### config.mk
export PLATFORM = sky130hd
export DESIGN_NAME = event_scheduler_flat
export DESIGN_NICKNAME = d
export VERILOG_FILES = /design/src/rtl/event_scheduler_pkg.sv /design/src/rtl/event_scheduler_if.sv /design/src/rtl/sat_counter.sv /design/src/rtl/event_scheduler.sv /design/src/flat_wrapper.sv
export SDC_FILE = /design/constraint.sdc
export NUM_CORES = 1
export LEC_CHECK = 0
export ABC_AREA = 1
export CELL_PAD_IN_SITES_DETAIL_PLACEMENT = 1
export CELL_PAD_IN_SITES_GLOBAL_PLACEMENT = 2
export CORE_MARGIN = 2
export CORE_UTILIZATION = 27
export DETAILED_ROUTE_END_ITERATION = 6
export HOLD_SLACK_MARGIN = 0.03
export PLACE_DENSITY_LB_ADDON = 0.3
export SLEW_MARGIN = 15
export SYNTH_ARGS = -nofsm -noshare
export SYNTH_HDL_FRONTEND = slang
export SYNTH_SLANG_ARGS = --single-unit
### constraint.sdc
create_clock -name clk -period 1.84 [get_ports clk]
set_input_delay 0.368 -clock clk [delete_from_list [all_inputs] [get_ports clk]]
set_output_delay 0.368 -clock clk [all_outputs]
set_load 0.02 [all_outputs]
### src/rtl/event_scheduler_pkg.sv
// Shared types and defaults for the event generator / scheduler / pulse pattern chain.
package event_pkg;

   localparam int COORD_W         = 10;
   localparam int DEFAULT_PERIOD  = 100;
   localparam int DEFAULT_LATENCY = 2;

   typedef enum logic [1:0] {
      IDLE,
      ISSUE,
      WAIT,
      GAP
   } sched_state_t;

   typedef struct packed {
      logic [COORD_W-1:0] x1;
      logic [COORD_W-1:0] x2;
      logic [COORD_W-1:0] y1;
      logic [COORD_W-1:0] y2;
   } coord_t;

endpackage

### src/rtl/event_scheduler_if.sv
// Valid/ready event hand-off from the scheduler to the pulse pattern generator.
interface event_scheduler_if;
   import event_pkg::*;

   logic               evt_valid_o;
   logic               evt_ready_i;
   logic [COORD_W-1:0] x1_o;
   logic [COORD_W-1:0] x2_o;
   logic [COORD_W-1:0] y1_o;
   logic [COORD_W-1:0] y2_o;

   modport master (
      output evt_valid_o, x1_o, x2_o, y1_o, y2_o,
      input  evt_ready_i
   );

   modport slave (
      input  evt_valid_o, x1_o, x2_o, y1_o, y2_o,
      output evt_ready_i
   );

endinterface

### src/rtl/sat_counter.sv
// Saturating up-counter: holds at all-ones instead of wrapping.
module sat_counter #(
   parameter int WIDTH = 32
) (
   input  logic             clk,
   input  logic             reset_n,
   input  logic             inc,
   input  logic             clear,
   output logic [WIDTH-1:0] count
);

   localparam logic [WIDTH-1:0] ONE = WIDTH'(1);

   always_ff @(posedge clk or negedge reset_n) begin
      if (!reset_n) begin
         count <= '0;
      end else if (clear) begin
         count <= '0;
      end else if (inc && (count != '1)) begin
         count <= count + ONE;
      end
   end

endmodule

### src/rtl/event_scheduler.sv
// Slot-based sequencer: pulses the event generator once per slot, captures its result
// after a fixed latency and hands accepted events downstream over valid/ready.
module event_scheduler
   import event_pkg::*;
#(
   parameter int PERIOD_CYCLES  = DEFAULT_PERIOD,
   parameter int RESULT_LATENCY = DEFAULT_LATENCY,
   parameter int CNT_W          = 32
) (
   input  logic               clk,
   input  logic               reset_n,
   input  logic               enable_i,
   input  logic [15:0]        burst_len_i,
   output logic               start_o,
   input  logic               gen_valid_i,
   input  logic [COORD_W-1:0] x1_i,
   input  logic [COORD_W-1:0] x2_i,
   input  logic [COORD_W-1:0] y1_i,
   input  logic [COORD_W-1:0] y2_i,
   event_scheduler_if.master  evt,
   output logic               busy_o,
   output logic               done_o,
   output logic [CNT_W-1:0]   accepted_cnt_o,
   output logic [CNT_W-1:0]   rejected_cnt_o,
   output logic [CNT_W-1:0]   overrun_cnt_o
);

   localparam int TIMER_W = $clog2(PERIOD_CYCLES);
   localparam int WAIT_W  = (RESULT_LATENCY > 1) ? $clog2(RESULT_LATENCY) : 1;
   localparam logic [TIMER_W-1:0] TIMER_LAST = TIMER_W'(PERIOD_CYCLES - 1);
   localparam logic [WAIT_W-1:0]  WAIT_INIT  = WAIT_W'(RESULT_LATENCY - 1);

   if ((PERIOD_CYCLES < RESULT_LATENCY + 2) || (RESULT_LATENCY < 1)) begin : g_bad_params
      $error("event_scheduler: PERIOD_CYCLES must be >= RESULT_LATENCY + 2 and RESULT_LATENCY >= 1");
   end

   sched_state_t       state;
   logic [TIMER_W-1:0] timer;
   logic [WAIT_W-1:0]  wait_cnt;
   logic [15:0]        burst_len;
   logic [15:0]        burst_cnt;
   logic               burst_hold;
   logic               done_armed;
   logic               evt_valid;
   coord_t             coord;

   logic handshake;
   logic sample;
   logic accept;
   logic reject;
   logic overrun;
   logic valid_next;
   logic burst_hit;
   logic final_accept;

   assign handshake    = evt_valid & evt.evt_ready_i;
   assign sample       = (state == WAIT) && (wait_cnt == '0);
   assign accept       = sample & gen_valid_i;
   assign reject       = sample & ~gen_valid_i;
   assign overrun      = (state == ISSUE) && !start_o;
   // Loads never coincide with a handshake, so this is the exact next value of evt_valid.
   assign valid_next   = accept | (evt_valid & ~evt.evt_ready_i);
   assign burst_hit    = (burst_len != 16'd0) && (burst_cnt == burst_len);
   assign final_accept = accept && (burst_len != 16'd0) && ((burst_cnt + 16'd1) == burst_len);

   always_ff @(posedge clk or negedge reset_n) begin
      if (!reset_n) begin
         state      <= IDLE;
         timer      <= '0;
         wait_cnt   <= '0;
         burst_len  <= '0;
         burst_cnt  <= '0;
         burst_hold <= 1'b0;
         done_armed <= 1'b0;
         evt_valid  <= 1'b0;
         coord      <= '0;
         start_o    <= 1'b0;
         busy_o     <= 1'b0;
         done_o     <= 1'b0;
      end else begin
         start_o <= 1'b0;
         done_o  <= 1'b0;
         timer   <= ((state == IDLE) || (timer == TIMER_LAST)) ? '0 : timer + TIMER_W'(1);

         if (handshake) begin
            evt_valid <= 1'b0;
         end
         if (accept) begin
            evt_valid <= 1'b1;
            coord     <= '{x1: x1_i, x2: x2_i, y1: y1_i, y2: y2_i};
         end

         // The burst is only complete once its last event has actually left.
         if (done_armed && !valid_next) begin
            done_o     <= 1'b1;
            done_armed <= 1'b0;
         end
         if (final_accept) begin
            done_armed <= 1'b1;
         end

         case (state)
            IDLE: begin
               if (!enable_i) begin
                  burst_hold <= 1'b0;
               end
               if (enable_i && !burst_hold) begin
                  burst_len <= burst_len_i;
                  burst_cnt <= '0;
                  state     <= ISSUE;
                  start_o   <= !valid_next;
                  busy_o    <= 1'b1;
               end else begin
                  busy_o <= valid_next;
               end
            end
            ISSUE: begin
               state    <= start_o ? WAIT : GAP;
               wait_cnt <= WAIT_INIT;
            end
            WAIT: begin
               if (wait_cnt == '0) begin
                  state <= GAP;
                  if (accept) begin
                     burst_cnt <= burst_cnt + 16'd1;
                  end
               end else begin
                  wait_cnt <= wait_cnt - WAIT_W'(1);
               end
            end
            GAP: begin
               if (!enable_i || burst_hit) begin
                  state  <= IDLE;
                  busy_o <= valid_next;
                  // Keeps a finished burst from restarting while enable_i is still high.
                  if (burst_hit) begin
                     burst_hold <= 1'b1;
                  end
               end else if (timer == TIMER_LAST) begin
                  state   <= ISSUE;
                  start_o <= !valid_next;
               end
            end
            default: begin
               state <= IDLE;
            end
         endcase
      end
   end

   assign evt.evt_valid_o = evt_valid;
   assign evt.x1_o        = coord.x1;
   assign evt.x2_o        = coord.x2;
   assign evt.y1_o        = coord.y1;
   assign evt.y2_o        = coord.y2;

   sat_counter #(.WIDTH(CNT_W)) u_accepted_cnt (
      .clk     (clk),
      .reset_n (reset_n),
      .inc     (accept),
      .clear   (1'b0),
      .count   (accepted_cnt_o)
   );

   sat_counter #(.WIDTH(CNT_W)) u_rejected_cnt (
      .clk     (clk),
      .reset_n (reset_n),
      .inc     (reject),
      .clear   (1'b0),
      .count   (rejected_cnt_o)
   );

   sat_counter #(.WIDTH(CNT_W)) u_overrun_cnt (
      .clk     (clk),
      .reset_n (reset_n),
      .inc     (overrun),
      .clear   (1'b0),
      .count   (overrun_cnt_o)
   );

endmodule

### src/flat_wrapper.sv
// flat-port wrapper written by rule: the top's interface ports become plain ports
module event_scheduler_flat import event_pkg::*;
#(
   parameter int PERIOD_CYCLES  = DEFAULT_PERIOD,
   parameter int RESULT_LATENCY = DEFAULT_LATENCY,
   parameter int CNT_W          = 32
)
  (clk, reset_n, enable_i, burst_len_i, start_o, gen_valid_i, x1_i, x2_i, y1_i, y2_i, busy_o, done_o, accepted_cnt_o, rejected_cnt_o, overrun_cnt_o, evt_evt_valid_o, evt_x1_o, evt_x2_o, evt_y1_o, evt_y2_o, evt_evt_ready_i);
  event_scheduler_if evt_i ();
  input  logic clk;
  input  logic reset_n;
  input  logic enable_i;
  input  logic [15:0] burst_len_i;
  output logic start_o;
  input  logic gen_valid_i;
  input  logic [COORD_W-1:0] x1_i;
  input  logic [COORD_W-1:0] x2_i;
  input  logic [COORD_W-1:0] y1_i;
  input  logic [COORD_W-1:0] y2_i;
  output logic busy_o;
  output logic done_o;
  output logic [CNT_W-1:0] accepted_cnt_o;
  output logic [CNT_W-1:0] rejected_cnt_o;
  output logic [CNT_W-1:0] overrun_cnt_o;
  output wire logic [$bits(evt_i.evt_valid_o)-1:0] evt_evt_valid_o;
  output wire logic [$bits(evt_i.x1_o)-1:0] evt_x1_o;
  output wire logic [$bits(evt_i.x2_o)-1:0] evt_x2_o;
  output wire logic [$bits(evt_i.y1_o)-1:0] evt_y1_o;
  output wire logic [$bits(evt_i.y2_o)-1:0] evt_y2_o;
  input wire logic [$bits(evt_i.evt_ready_i)-1:0] evt_evt_ready_i;
  assign evt_evt_valid_o = evt_i.evt_valid_o;
  assign evt_x1_o = evt_i.x1_o;
  assign evt_x2_o = evt_i.x2_o;
  assign evt_y1_o = evt_i.y1_o;
  assign evt_y2_o = evt_i.y2_o;
  assign evt_i.evt_ready_i = evt_evt_ready_i;
  event_scheduler #(.PERIOD_CYCLES(PERIOD_CYCLES), .RESULT_LATENCY(RESULT_LATENCY), .CNT_W(CNT_W)) u_core (.clk(clk), .reset_n(reset_n), .enable_i(enable_i), .burst_len_i(burst_len_i), .start_o(start_o), .gen_valid_i(gen_valid_i), .x1_i(x1_i), .x2_i(x2_i), .y1_i(y1_i), .y2_i(y2_i), .evt(evt_i), .busy_o(busy_o), .done_o(done_o), .accepted_cnt_o(accepted_cnt_o), .rejected_cnt_o(rejected_cnt_o), .overrun_cnt_o(overrun_cnt_o));
endmodule
# Yosys cells after proc, flatten, opt, wreduce, memory -nomap -nowiden
# Cells that the tools add are included.
[totals]
elab_cells = 105
reg_bits = 184
[op_classes]
n_eq_ne = 16
add_sub_neg = 6
bitwise_logic = 8
n_reduce_logical = 28
n_mux = 29
[op_table]
columns = ["operator", "count"]
rows = [
  ["32-bit by 1-bit adder with 32-bit output (second input constant)", 3],
  ["32-bit != test (second input constant)", 3],
  ["16-bit 2-to-1 mux", 3],
  ["16-bit equality test", 2],
  ["16-bit case mux with 2 select lines", 1],
  ["16-bit by 1-bit adder with 16-bit output (second input constant)", 1],
  ["16-bit nonzero test", 1],
  ["1-bit 2-to-1 mux", 15],
  ["1-bit logical AND", 10],
  ["2-bit nonzero test", 5],
  ["2-bit 2-to-1 mux", 4],
  ["1-bit case mux with 2 select lines", 4],
  ["2-bit case mux with 4 select lines", 1],
  ["4-bit AND reduction", 2],
  ["7-bit by 1-bit adder with 7-bit output (second input constant)", 1],
  ["7-bit equality test (second input constant)", 1],
  ["7-bit 2-to-1 mux", 1],
  ["2-bit by 1-bit != test with 1-bit output (second input constant)", 3],
  ["2-bit != test (second input constant)", 3],
  ["1-bit AND", 4],
  ["2-bit equality test (second input constant)", 2],
  ["1-bit zero test", 4],
  ["2-bit AND reduction", 2],
  ["3-bit by 1-bit != test with 1-bit output (second input constant)", 1],
  ["other kinds (7)", 10],
]

# Longest topological paths before layout
[logic_depth]
ltp_word = 8
ltp_mapped = 13

# Modules after synthesis
# Synthesis repeated with hierarchy kept, for this count alone.
[hier_totals]
cells_unflattened = 1557
hier_area_um2 = 11046.8
[modules_own_cells]
columns = ["module", "area_per_inst_um2", "cells_per_inst", "instances", "seq_area_each_um2"]
rows = [
  ["sat_counter", 2243.4, 345, 3, 800.8],
  ["event_scheduler", 4316.6, 522, 1, 2202.1],
]

# Worst setup path before layout
# Ideal clock, no wire load.
[synth_path]
path_type = "register to register"
start = "register u_core.u_rejected_cnt.count[1]"
end = "register u_core.u_rejected_cnt.count[7]"
setup_ns = 0.132
path_buffers = 1
setup_slack_ns = 0.026
period_less_slack_ns = 1.814
arrival_time_ns = 1.682
path_stages_with_launch = 11
cell_sequence = "dfrtp_1 > ha_1 > nand3_2 > inv_1 > nand2_1 > nor2_1 > nand4_1 > nand2_2 > buf_4 > nor2_1 > xor2_1"
[synth_via]
elab_chain_len = 2
word_cells_on_any_way = 3
classes_between = "add/sub (1); eq/ne (1); reduce/logical (1)"
[synth_lines]
columns = ["item", "line", "text"]
rows = [
  ["start, declared", "sat_counter.sv:9", "output logic [WIDTH-1:0] count"],
  ["start signal, assigned", "sat_counter.sv:20", "count <= count + ONE;"],
  ["parallel branches: the longest is 2 deep, another holds 32-bit by 1-bit adder with 32-bit output", "-", ""],
]
# Several ways; the timed one is not identified.
# A chain may end at the register's enable or synchronous reset.

# Final worst setup path
[layout_path]
start = "register u_core.coord, in the netlist u_core.evt.x2_o[8]"
end = "output evt_x2_o[8]"
[layout_lines]
columns = ["item", "line", "text"]
rows = [
  ["start, declared", "event_scheduler.sv:45", "coord_t coord;"],
  ["start signal, assigned", "event_scheduler.sv:90", "coord <= '{x1: x1_i, x2: x2_i, y1: y1_i, y2: y2_i};"],
  ["end, declared", "flat_wrapper.sv:27", "output wire logic [$bits(evt_i.x2_o)-1:0] evt_x2_o;"],
]
# No word-level cell between the ends.

==> summary.md <==
| Metric | Value |
|---|---|
| Layout cell share with drive strength beyond 1 | 0.2072 |
| Largest net degree at the start of global routing | 41 |
| Unique masters post-synth | 35 |
| Post-synthesis sequential area ratio | 0.4881 |
| Dpl hpwl | 23730 um |
| Post-Syn Nets | 1241 |
| Port bufs | 200 |
| Worst hold path class | in2async |
| Crit path time final | between 1500 and 2000 ps |
| CTS buffer count | 17 |
| RR Startpoint | u_core.u_rejected_cnt.count[1] |
| Status | finished clean |
| GRT Residual Overflow | 0 |
| Wire length of the first global-routing pass | around 50000 um |
| Leakage power | approximately 7.4 nW |
| Worst-margin pin slew | about 450 ps |
| Rows | approximately 70 |
| Mapped Avg Cell Area | roughly 8.1 sq um |
| Peak fanout along the critical path | 2 |
| Die Y | approximately 190 um |
| Initial drt markers | approximately 270 |
| Util after Layout | 0.4155 |
| Final GP Congestion | 0.7688 |
| Final cycle utilization of the critical path | 0.9734 |
| Synthesized instance count | between 1000 and 1500 |
| Nets@finish | 1621 |
| Clock root buffer | clkbuf_16 |
| Total power draw | between 15 and 20 mW |
| P per Cell Area | roughly 1100 nW/um^2 |
| Worst Path Arrival | 1420 ps |
| Clk buf depth | 2 |
| Io pins | ~200 |
| Crit path from | u_core.evt.x2_o[8] |
| Buf+Inv Stages, Crit Path | 1 |
| CP cell instances | clkdlybuf4s50_1 |
| DR vias | approximately 9000 |
| CP max stage cell | clkdlybuf4s50_1 |
| Clk Latency, worst-skew pair | ~450 ps |
| Clk sinks | roughly 180 |
| # setup viols final | 0 |
| Area growth syn-to-layout | 51.78% |
| Slew HR | 0.7002 |
| Startpoint types | register |
| Initial Util | 0.2738 |
| Worst-path clk slew | around 70 ps |
| Wire per inst | about 15 um |
| Die ar. | about 36000 sq um |
| Post-DRT Antenna Nets | 0 |
| Core area | 34460 sq um |
| Initial antenna violation count | 0 |
| Kind of critical path | reg2out |
| Clock skew | slightly below 10 ps |
| # diodes | 0 |
| Crit-path leading delay family | buffers and inverters |
| Htree depth | 4 |
| TritonCTS clock tree | yes |
| Yosys reg bits | 184 |
| Total wire length | 31030 um |
| First drt pass iteration count | 5 |
| Final hold vios | 0 |
| Max Cap Violations | 0 |
| DR DRC count | 0 |
| Critical Path RT | 1470 ps |
| RSZ-0062 raised after global routing | yes |
| Die W | between 150 and 200 um |
| Cell area after synthesis | approximately 9400 sq um |
| Number of global-route vias before repair | between 9000 and 10000 |
| Maximum vdd drop | 639.4 uV |
| Vias per inst | between 4 and 5 |
| Slew Limit Fails | 0 |
| Fin Setup TNS | 0 ps |
| Synthesis Warnings | 0 |
| CP Capture Type | primary output |
| Peak per-stage delay on the critical path | 620 ps |
| Fmax | about 560 MHz |
| Global Route Usage Sum | 0.1756 |
sequential cells by signal, indices dropped and copies added (netlist names):
| signal | flops |
|---|---|
| u_core.evt.y1_o | 10 |
| u_core.start_o | 1 |
| u_core.evt.evt_valid_o | 1 |
| u_core.done_o | 1 |
| u_core.busy_o | 1 |
| u_core.evt.x1_o | 10 |
| u_core.done_armed | 1 |
| u_core.evt.x2_o | 10 |
| u_core.u_rejected_cnt.count | 32 |
| u_core.timer | 7 |
| u_core.burst_len | 16 |
| u_core.wait_cnt | 1 |
| u_core.burst_cnt | 16 |
| u_core.burst_hold | 1 |
| u_core.state | 2 |
| u_core.u_overrun_cnt.count | 32 |
| u_core.evt.y2_o | 10 |
| u_core.u_accepted_cnt.count | 32 |
final cells by class:
type / instances / area, sq um
inverter: 107 / 406.6
sequential: 184 / 4616
clock inverter: 14 / 143.9
clock buffer: 18 / 439.2
fill: 4112 / 20140
timing repair buffer: 382 / 3460
multi-input combinational: 859 / 4684
tap: 455 / 569.3
Yosys cell counts:
| cell | instances | area (sq um) |
|---|---|---|
| buf_1 | 1 | 3.750 |
| nor3_1 | 49 | 245.2 |
| buf_4 | 3 | 22.52 |
| nand3b_1 | 2 | 15.01 |
| a21boi_0 | 1 | 7.510 |
| nand3_1 | 40 | 200.2 |
| nand2_2 | 4 | 25.02 |
| nand4_1 | 27 | 168.9 |
| clkbuf_1 | 9 | 33.78 |
| nor3b_1 | 4 | 30.03 |
| nand2_1 | 384 | 1441 |
| nor2_2 | 2 | 12.51 |
| xnor2_1 | 30 | 262.8 |
| nand3_2 | 1 | 10.01 |
| nor3_4 | 1 | 16.27 |
| mux2_2 | 7 | 78.83 |
| nor4b_1 | 1 | 8.760 |
| ha_1 | 9 | 112.6 |
| o32ai_1 | 1 | 8.760 |
| nor3_2 | 6 | 60.06 |
| nand2b_1 | 1 | 6.260 |
| nand4_2 | 1 | 12.51 |
| o21ai_0 | 13 | 65.06 |
| xor2_1 | 85 | 744.5 |
| inv_1 | 103 | 386.6 |
| inv_2 | 4 | 15.01 |
| o22ai_1 | 13 | 81.33 |
| a21oi_1 | 13 | 65.06 |
| dfrtp_1 | 184 | 4604 |
| a21o_1 | 1 | 7.510 |
| buf_2 | 8 | 40.04 |
| nor4_1 | 4 | 25.02 |
| o21ai_1 | 14 | 70.07 |
| nor2_1 | 144 | 540.5 |
| or2_2 | 1 | 6.260 |
metrics by stage:
stage	hold slack, ps	setup WS, ps	instances	cell area [sq um]
floorplan	72.41	25.89	1171	9434
global placement	338.7	-131.9	1972	13260
global route	441.1	-32.90	2019	14320
detailed placement	341.4	-203.5	1972	13260
CTS	430.8	0.4725	2007	13820
finish	432.7	49.01	2019	14320
cell families (layout without fill, tap and decap cells):
family                   count (synthesis)  after routing  share of synthesized area
buffers and inverters                  128            521                    0.05318
adder cells (fa/ha/maj)                  9              9                    0.01194
AND/OR/NAND/NOR                        672            672                     0.2993
multiplexers                             7              7                   0.008356
flip-flops                             184            184                     0.4881
XOR/XNOR                               115            115                     0.1068
AO/OA/AOI/OAI                           56             56                    0.03236
worst paths after layout:
kind                                                   end  slack (ps)  cells after the start
min reg2reg                                u_core.timer[0]         460                      1
max                                            evt_x2_o[8]          50                      1
max reg2reg                u_core.u_rejected_cnt.count[28]          70                      9
min                                     u_core.evt.x2_o[7]         430                      2
max in group asynchronous  u_core.u_accepted_cnt.count[10]         780                      3
min in group clk                        u_core.evt.y1_o[2]         460                      3
routing by layer:
metal,vias to the layer above,part of all wire,global-route usage
met5,-,0,0
met4,0,0.0094,0.03816
met3,13,0.058,0.05306
met2,157,0.47,0.2910
met1,4354,0.46,0.2252
li1,4455,-,-
power by group:
group          internal, mW  switching [mW]
logic                  2.55            3.31
clock network          2.05            1.74
registers              4.96           0.746
total                  9.56            5.80
what timing repair did:
item | 4_1_cts | 5_1_grt
hold endpoints to repair | 32 | 0
resized for setup | 120 | 128
cloned | 1 | 0
buffers inserted | 1 | 12
hold buffers | 1 | 0
pin swaps | 0 | 25
setup endpoints to repair | 139 | 139
layout by cell type (no fill, tap or decap), types with 11 or more instances in the layout:
cell type          n
dfrtp_1          175
xor2_1            85
nor3_1            33
nor2_2            21
nand3_1           35
nor3_2            14
xnor2_1           30
dlymetal6s2s_1    24
clkbuf_16         17
nor2_1           120
nand2_1          370
nand2_2           14
o22ai_1           13
o21ai_0           11
clkdlybuf4s50_1   69
a21oi_1           13
dlygate4sd2_1    106
buf_4            163
nand4_1           27
o21ai_1           14
inv_1             97
(Power assumes the default switching activity.)
